`config.mk`:
```
export PLATFORM = sky130hd
export DESIGN_NAME = greyscale_unpacker
export DESIGN_NICKNAME = d
export VERILOG_FILES = /design/src/rtl/greyscale_unpacker.sv
export SDC_FILE = /design/constraint.sdc
export NUM_CORES = 1
export LEC_CHECK = 0
export ABC_AREA = 1
export BUFFER_PORTS_ARGS = -buffer_cell sky130_fd_sc_hd__buf_2
export CAP_MARGIN = 10
export CORE_MARGIN = 2
export CORE_UTILIZATION = 55
export CTS_CLUSTER_SIZE = 40
export DETAILED_ROUTE_END_ITERATION = 8
export PLACE_DENSITY = 0.82
export RECOVER_POWER = 25
export SLEW_MARGIN = 30
export SYNTH_ARGS = -nofsm -noshare
export SYNTH_HDL_FRONTEND = slang
export SYNTH_SLANG_ARGS = --single-unit
export TNS_END_PERCENT = 50
```
`constraint.sdc`:
```
create_clock -name clk_pixel -period 2.18 [get_ports clk_pixel]
set_input_delay 0.218 -clock clk_pixel [delete_from_list [all_inputs] [get_ports clk_pixel]]
set_output_delay 0.218 -clock clk_pixel [all_outputs]
set_load 0.01 [all_outputs]
```
`src/rtl/greyscale_unpacker.sv`:
```
// ---------------------------------------------------------------------------
// greyscale_unpacker
// Reads a packed greyscale frame buffer (PIX_PER_WORD luma samples per BRAM
// word, first pixel in the most significant byte) and re-emits it as a
// raster-ordered, one-pixel-per-cycle valid/ready stream with h/v tags.
//
// Ports
//   clk_pixel      pixel clock
//   rst_n_in       asynchronous active-low reset
//   start_in       1-cycle pulse, begins one frame (only honoured in IDLE)
//   rd_addr_out    BRAM read address (word index)
//   rd_en_out      BRAM read enable
//   rd_data_in     BRAM read data, valid RD_LATENCY cycles after rd_en_out
//   pixel_out      greyscale pixel
//   h_out, v_out   raster position of pixel_out
//   valid_out      pixel_out/h_out/v_out/last_out valid
//   ready_in       downstream accept (transfer when valid_out && ready_in)
//   last_out       marks the final pixel of the frame
//   busy_out       frame in progress
//   frame_done_out 1-cycle pulse the cycle after the last pixel is accepted
// ---------------------------------------------------------------------------
module greyscale_unpacker #(
    parameter int H_ACTIVE     = 320,
    parameter int V_ACTIVE     = 240,
    parameter int PIX_PER_WORD = 6,
    parameter int PIX_W        = 8,
    parameter int RD_LATENCY   = 2,
    parameter int ADDR_W       = 17
) (
    input  logic                          clk_pixel,
    input  logic                          rst_n_in,
    input  logic                          start_in,
    output logic [ADDR_W-1:0]             rd_addr_out,
    output logic                          rd_en_out,
    input  logic [PIX_PER_WORD*PIX_W-1:0] rd_data_in,
    output logic [PIX_W-1:0]              pixel_out,
    output logic [10:0]                   h_out,
    output logic [9:0]                    v_out,
    output logic                          valid_out,
    input  logic                          ready_in,
    output logic                          last_out,
    output logic                          busy_out,
    output logic                          frame_done_out
);

    localparam int                WORD_W    = PIX_PER_WORD * PIX_W;
    localparam int                WORDS     = (H_ACTIVE * V_ACTIVE) / PIX_PER_WORD;
    localparam logic [ADDR_W-1:0] LAST_ADDR = ADDR_W'(WORDS - 1);
    localparam int                CNT_W     = $clog2(PIX_PER_WORD + 1);

    localparam logic [1:0] S_IDLE   = 2'd0;
    localparam logic [1:0] S_PRIME  = 2'd1;
    localparam logic [1:0] S_STREAM = 2'd2;
    localparam logic [1:0] S_DONE   = 2'd3;

    logic [1:0]            r_state;
    logic [WORD_W-1:0]     r_shift;
    logic [CNT_W-1:0]      r_cnt;        // pixels still held in r_shift
    logic [WORD_W-1:0]     r_hold;
    logic                  r_hold_full;
    logic [10:0]           r_h;
    logic [9:0]            r_v;
    logic [ADDR_W-1:0]     r_rd_addr;    // address of the most recently requested word
    logic                  r_rd_en;
    logic [RD_LATENCY-1:0] r_rd_pipe;    // tracks the single outstanding read

    logic [RD_LATENCY:0]   w_pipe_in;
    logic                  w_valid;
    logic                  w_accept;
    logic                  w_shift_free;
    logic                  w_data_vld;
    logic                  w_load_hold;
    logic                  w_load_bypass;
    logic                  w_load;
    logic                  w_capture;
    logic                  w_h_end;
    logic                  w_v_end;
    logic                  w_frame_end;

    assign w_pipe_in    = {r_rd_pipe, r_rd_en};
    assign w_data_vld   = r_rd_pipe[RD_LATENCY-1];
    assign w_valid      = (r_cnt != '0);
    assign w_accept     = w_valid && ready_in;
    // The shift register can take a new word if it is empty or its final
    // pixel leaves this cycle; this is what keeps the stream bubble-free.
    assign w_shift_free = (r_cnt == '0) || (w_accept && (r_cnt == CNT_W'(1)));
    // Returning data goes straight into the shift register when it is free
    // and nothing is waiting in the holding register; otherwise it is parked.
    assign w_load_hold   = w_shift_free && r_hold_full;
    assign w_load_bypass = w_shift_free && !r_hold_full && w_data_vld;
    assign w_load        = w_load_hold || w_load_bypass;
    assign w_capture     = w_data_vld && !w_load_bypass;
    assign w_h_end       = (r_h == 11'(H_ACTIVE - 1));
    assign w_v_end       = (r_v == 10'(V_ACTIVE - 1));
    assign w_frame_end   = w_accept && w_h_end && w_v_end;

    always_ff @(posedge clk_pixel or negedge rst_n_in) begin
        if (!rst_n_in) begin
            r_state     <= S_IDLE;
            r_shift     <= '0;
            r_cnt       <= '0;
            r_hold      <= '0;
            r_hold_full <= 1'b0;
            r_h         <= '0;
            r_v         <= '0;
            r_rd_addr   <= '0;
            r_rd_en     <= 1'b0;
            r_rd_pipe   <= '0;
        end else begin
            r_rd_pipe <= w_pipe_in[RD_LATENCY-1:0];
            r_rd_en   <= 1'b0;

            case (r_state)
                S_IDLE: begin
                    if (start_in) begin
                        r_state   <= S_PRIME;
                        r_rd_en   <= 1'b1;
                        r_rd_addr <= '0;
                        r_h       <= '0;
                        r_v       <= '0;
                    end
                end
                S_PRIME: begin
                    if (w_load) begin
                        r_state <= S_STREAM;
                    end
                end
                S_STREAM: begin
                    if (w_frame_end) begin
                        r_state <= S_DONE;
                    end
                end
                default: begin
                    r_state   <= S_IDLE;
                    r_rd_addr <= '0;
                end
            endcase

            // Loading word k is the trigger for requesting word k+1, so only
            // one read is ever in flight and the holding register is always
            // drained before its replacement can return.
            if (w_load) begin
                r_shift <= w_load_hold ? r_hold : rd_data_in;
                r_cnt   <= CNT_W'(PIX_PER_WORD);
                if (r_rd_addr != LAST_ADDR) begin
                    r_rd_en   <= 1'b1;
                    r_rd_addr <= r_rd_addr + ADDR_W'(1);
                end
            end else if (w_accept) begin
                r_shift <= r_shift << PIX_W;
                r_cnt   <= r_cnt - CNT_W'(1);
            end

            if (w_load_hold) begin
                r_hold_full <= 1'b0;
            end
            if (w_capture) begin
                r_hold      <= rd_data_in;
                r_hold_full <= 1'b1;
            end

            if (w_accept) begin
                if (w_h_end) begin
                    r_h <= '0;
                    r_v <= w_v_end ? 10'd0 : r_v + 10'd1;
                end else begin
                    r_h <= r_h + 11'd1;
                end
            end
        end
    end

    assign rd_addr_out    = r_rd_addr;
    assign rd_en_out      = r_rd_en;
    assign pixel_out      = r_shift[WORD_W-1 -: PIX_W];
    assign h_out          = r_h;
    assign v_out          = r_v;
    assign valid_out      = w_valid;
    assign last_out       = w_valid && w_h_end && w_v_end;
    assign busy_out       = (r_state == S_PRIME) || (r_state == S_STREAM);
    assign frame_done_out = (r_state == S_DONE);

endmodule

```
==> run summary <==
Initial Utilization: 0.5626
HP Class: in2reg
Global-route wire length before repair: 30.37 mm
CP required: 1.96 ns
CP max FO: 6
Critical path startpoint category: flip-flop
Post-CTS setup buffers: 0
CTS Buf Count: 17
Clock Tree Buf Depth: 2
Antenna fix cells: 0
IO Pins: 103
WL met3: 1.291 mm
Antenna Nets Post-Route: 0
CTS tree: done
Final wirelength: 18.48 mm
Vias in the first global route: 6271
Met2 routed WL: 8.602 mm
Drt first pass iters: 5
# setup viols final: 0
Final worst path period need: 2.064 ns
#FFs+latches synth: 143
Placed Area: 8383 um2
H-tree depth: 4
Post-synth cell types: 35
Worst EP arrival: 1.85 ns
Maximum vdd ir drop: 0.0008716 V
Worst Setup Path Type: reg2out
Initial drt markers: 536
Share of layout cells above drive strength 1: 0.1900
Synthesized area: 7810 um2
Largest net degree at the start of global routing: 52
Post-route cell area: 8926 um2
Worst-Margin Slew: 1.302 ns
Period utilization: 0.9470
Clk root buf: clkbuf_16
Max-slew headroom at the worst pin: 0.1321
Status: finished, final reports clean
Seq/Total Area, Yosys: 0.4582
Worst Hold Margin: 0.05078 ns
Clock Skew: 0.009307 ns
Post-Route M1 WL: 8.201 mm
RSZ-0062 raised after global routing: false
Post-synthesis xor/xnor area fraction: 0.02243
Drt drc: 0
Total grt overflow: 0
Setup TNS Final: 0 ns
Simple-Gate Fraction of Synth Area: 0.2408
RR Startpoint: r_cnt[0]
Vias/cell: 5.426
Wire length per cell: 14.93 um
Detailed Place HPWL: 12.28 mm
Fill cells: 1192
Core Region: 13880 um2
CP delay by family, top: simple AND/OR/NAND/NOR gates
Vias: 6718
Worst setup startpoint: h_out[0]
Setup ws final: 0.1155 ns
Final Instance Count excl. Fillers: 1238
Final Hold Viols: 0
Max-capacitance violation count: 0
CTS sink cnt: 143
Final Util: 0.6431
HP Start: rd_data_in[17]
Full die area: 15170 um2
Fin nets: 1109
Post-synthesis mux area share: 0
Area growth syn-to-layout: 14.29%
Clock slew at reported path FFs: 0.06 ns
CP Buf/Inv Count: 1
Worst slack at placement: 0.2570 ns
Complex-gate fraction of the synthesized area: 0.1474
DR top layer: met5
Row cnt: 43
Syn_nets: 1026
Chip height: 123.2 um
Slowest cell on the critical path: dfrtp_1
Largest family of logic cells by synthesized area: simple AND/OR/NAND/NOR gates
Syn avg cell area: 8.110 um2
Power density over cell area: 1315 nW/um2
Critical-path cell list: ha_1, nand3_2, nor2_4, nand2_1, nor2_1, buf_2
Slew Viols, Final: 0
Setup crit end kind: primary output
Post-Synthesis Cells: 963
Worst skew pair latency: 0.42 ns
Pleak: 4.472 nW
F_max: 484.4 MHz
Pwr Total: 11.74 mW
Syn. warnings: 0
Die X: 123.2 um
Critical Path Max Stage Delay: 0.41 ns
Synth Area in Adders: 0.01762
Initial antenna violation count: 1
Placed cells: 1206
Total GRT Usage: 0.2560
Port bufs: 102
Routability cong.: 0.9067
cell usage after synthesis, drive strengths merged:
master  count  area, um2
o31ai       1      7.510
o21bai      2      15.01
buf        43      310.3
o22ai       7      43.79
nand3      42      215.2
xor2       12      105.1
nor4        1      6.260
dfrtp     143       3578
nand3b      1      7.510
nor2       85      344.1
ha         11      137.6
nand4      47      294.0
nor3b       1      7.510
clkbuf     13      48.80
a21oi      36      289.0
nand2     190      775.7
nor3        6      30.03
inv       140      528.0
o211ai     31      232.7
xnor2       8      70.07
o21ai     111      563.0
or2        32      200.2
registers in the layout (all words and copies together), names as in the netlist:
register / flops
h_out: 11
r_rd_pipe: 2
r_cnt: 3
rd_en_out: 1
rd_addr_out: 17
r_hold: 48
r_shift: 48
r_state: 2
r_hold_full: 1
v_out: 10
logic make-up after synthesis:
logic type | after synthesis
compound gates | 188
xor+xnor | 20
fa+ha+maj | 11
buf+inv | 196
flops | 143
simple gates | 405
report_power, final:
part           total, mW  internal (mW)  switching (mW)
registers           4.28           3.72           0.558
logic               4.80           1.64            3.16
clock network       2.66           1.59            1.07
layer usage:
| layer | vias to the layer above | global-route usage |
|---|---|---|
| met4 | 2 | 0.09091 |
| met1 | 3140 | 0.3549 |
| met3 | 35 | 0.05720 |
| met2 | 260 | 0.3970 |
| met5 | - | 0 |
| li1 | 3281 | - |
worst register-to-register path, cell delays in order, from the launching register on:
cell     delay, ns
dfrtp_1       0.38
inv_1         0.12
ha_1          0.22
nand2_4       0.09
nand2_2       0.17
o21ai_4       0.12
nand2_4       0.39
inv_2         0.19
nand2_1       0.11
nand2_1       0.06
path summary, 6_finish.rpt:
path                                end  slack, ns  cells after the start
max                            last_out       0.12                      6
min                          r_hold[17]       0.05                      3
max reg2reg                 r_shift[12]       0.23                      9
min reg2reg                r_rd_pipe[1]       0.37                      0
max in group asynchronous    r_hold[27]       0.53                      3
min in group asynchronous      h_out[6]       0.63                      2
what timing repair did:
item	CTS	global route
setup endpoints to repair	0	0
gates resized for setup	0	0
hold buffers	1	0
endpoints found under the hold margin	47	0
cells in the final DEF, fill, tap and decap left out, drive strengths merged:
master,instances
nand2,190
dfrtp,143
inv,140
buf,118
o21ai,111
nor2,85
nand4,47
nand3,42
a21oi,36
or2,32
o211ai,31
clkbuf,27
xor2,12
ha,11
xnor2,8
o22ai,7
nor3,6
clkinv,3
o21bai,2
clkinvlp,2
nor3b,1
nand3b,1
nor4,1
o31ai,1
dlygate4sd3,1
layout make-up:
type,instances,area [um2],share of cell area
tap,180,225.2,0.02523
inverter,140,528.0,0.05915
sequential,143,3578,0.4009
clock inverter,5,30.03,0.003364
clock buffer,26,509.2,0.05705
timing repair buffer,120,698.2,0.07822
multi-input combinational,624,3357,0.3761
No activity file was read; power rests on OpenSTA's default activity.
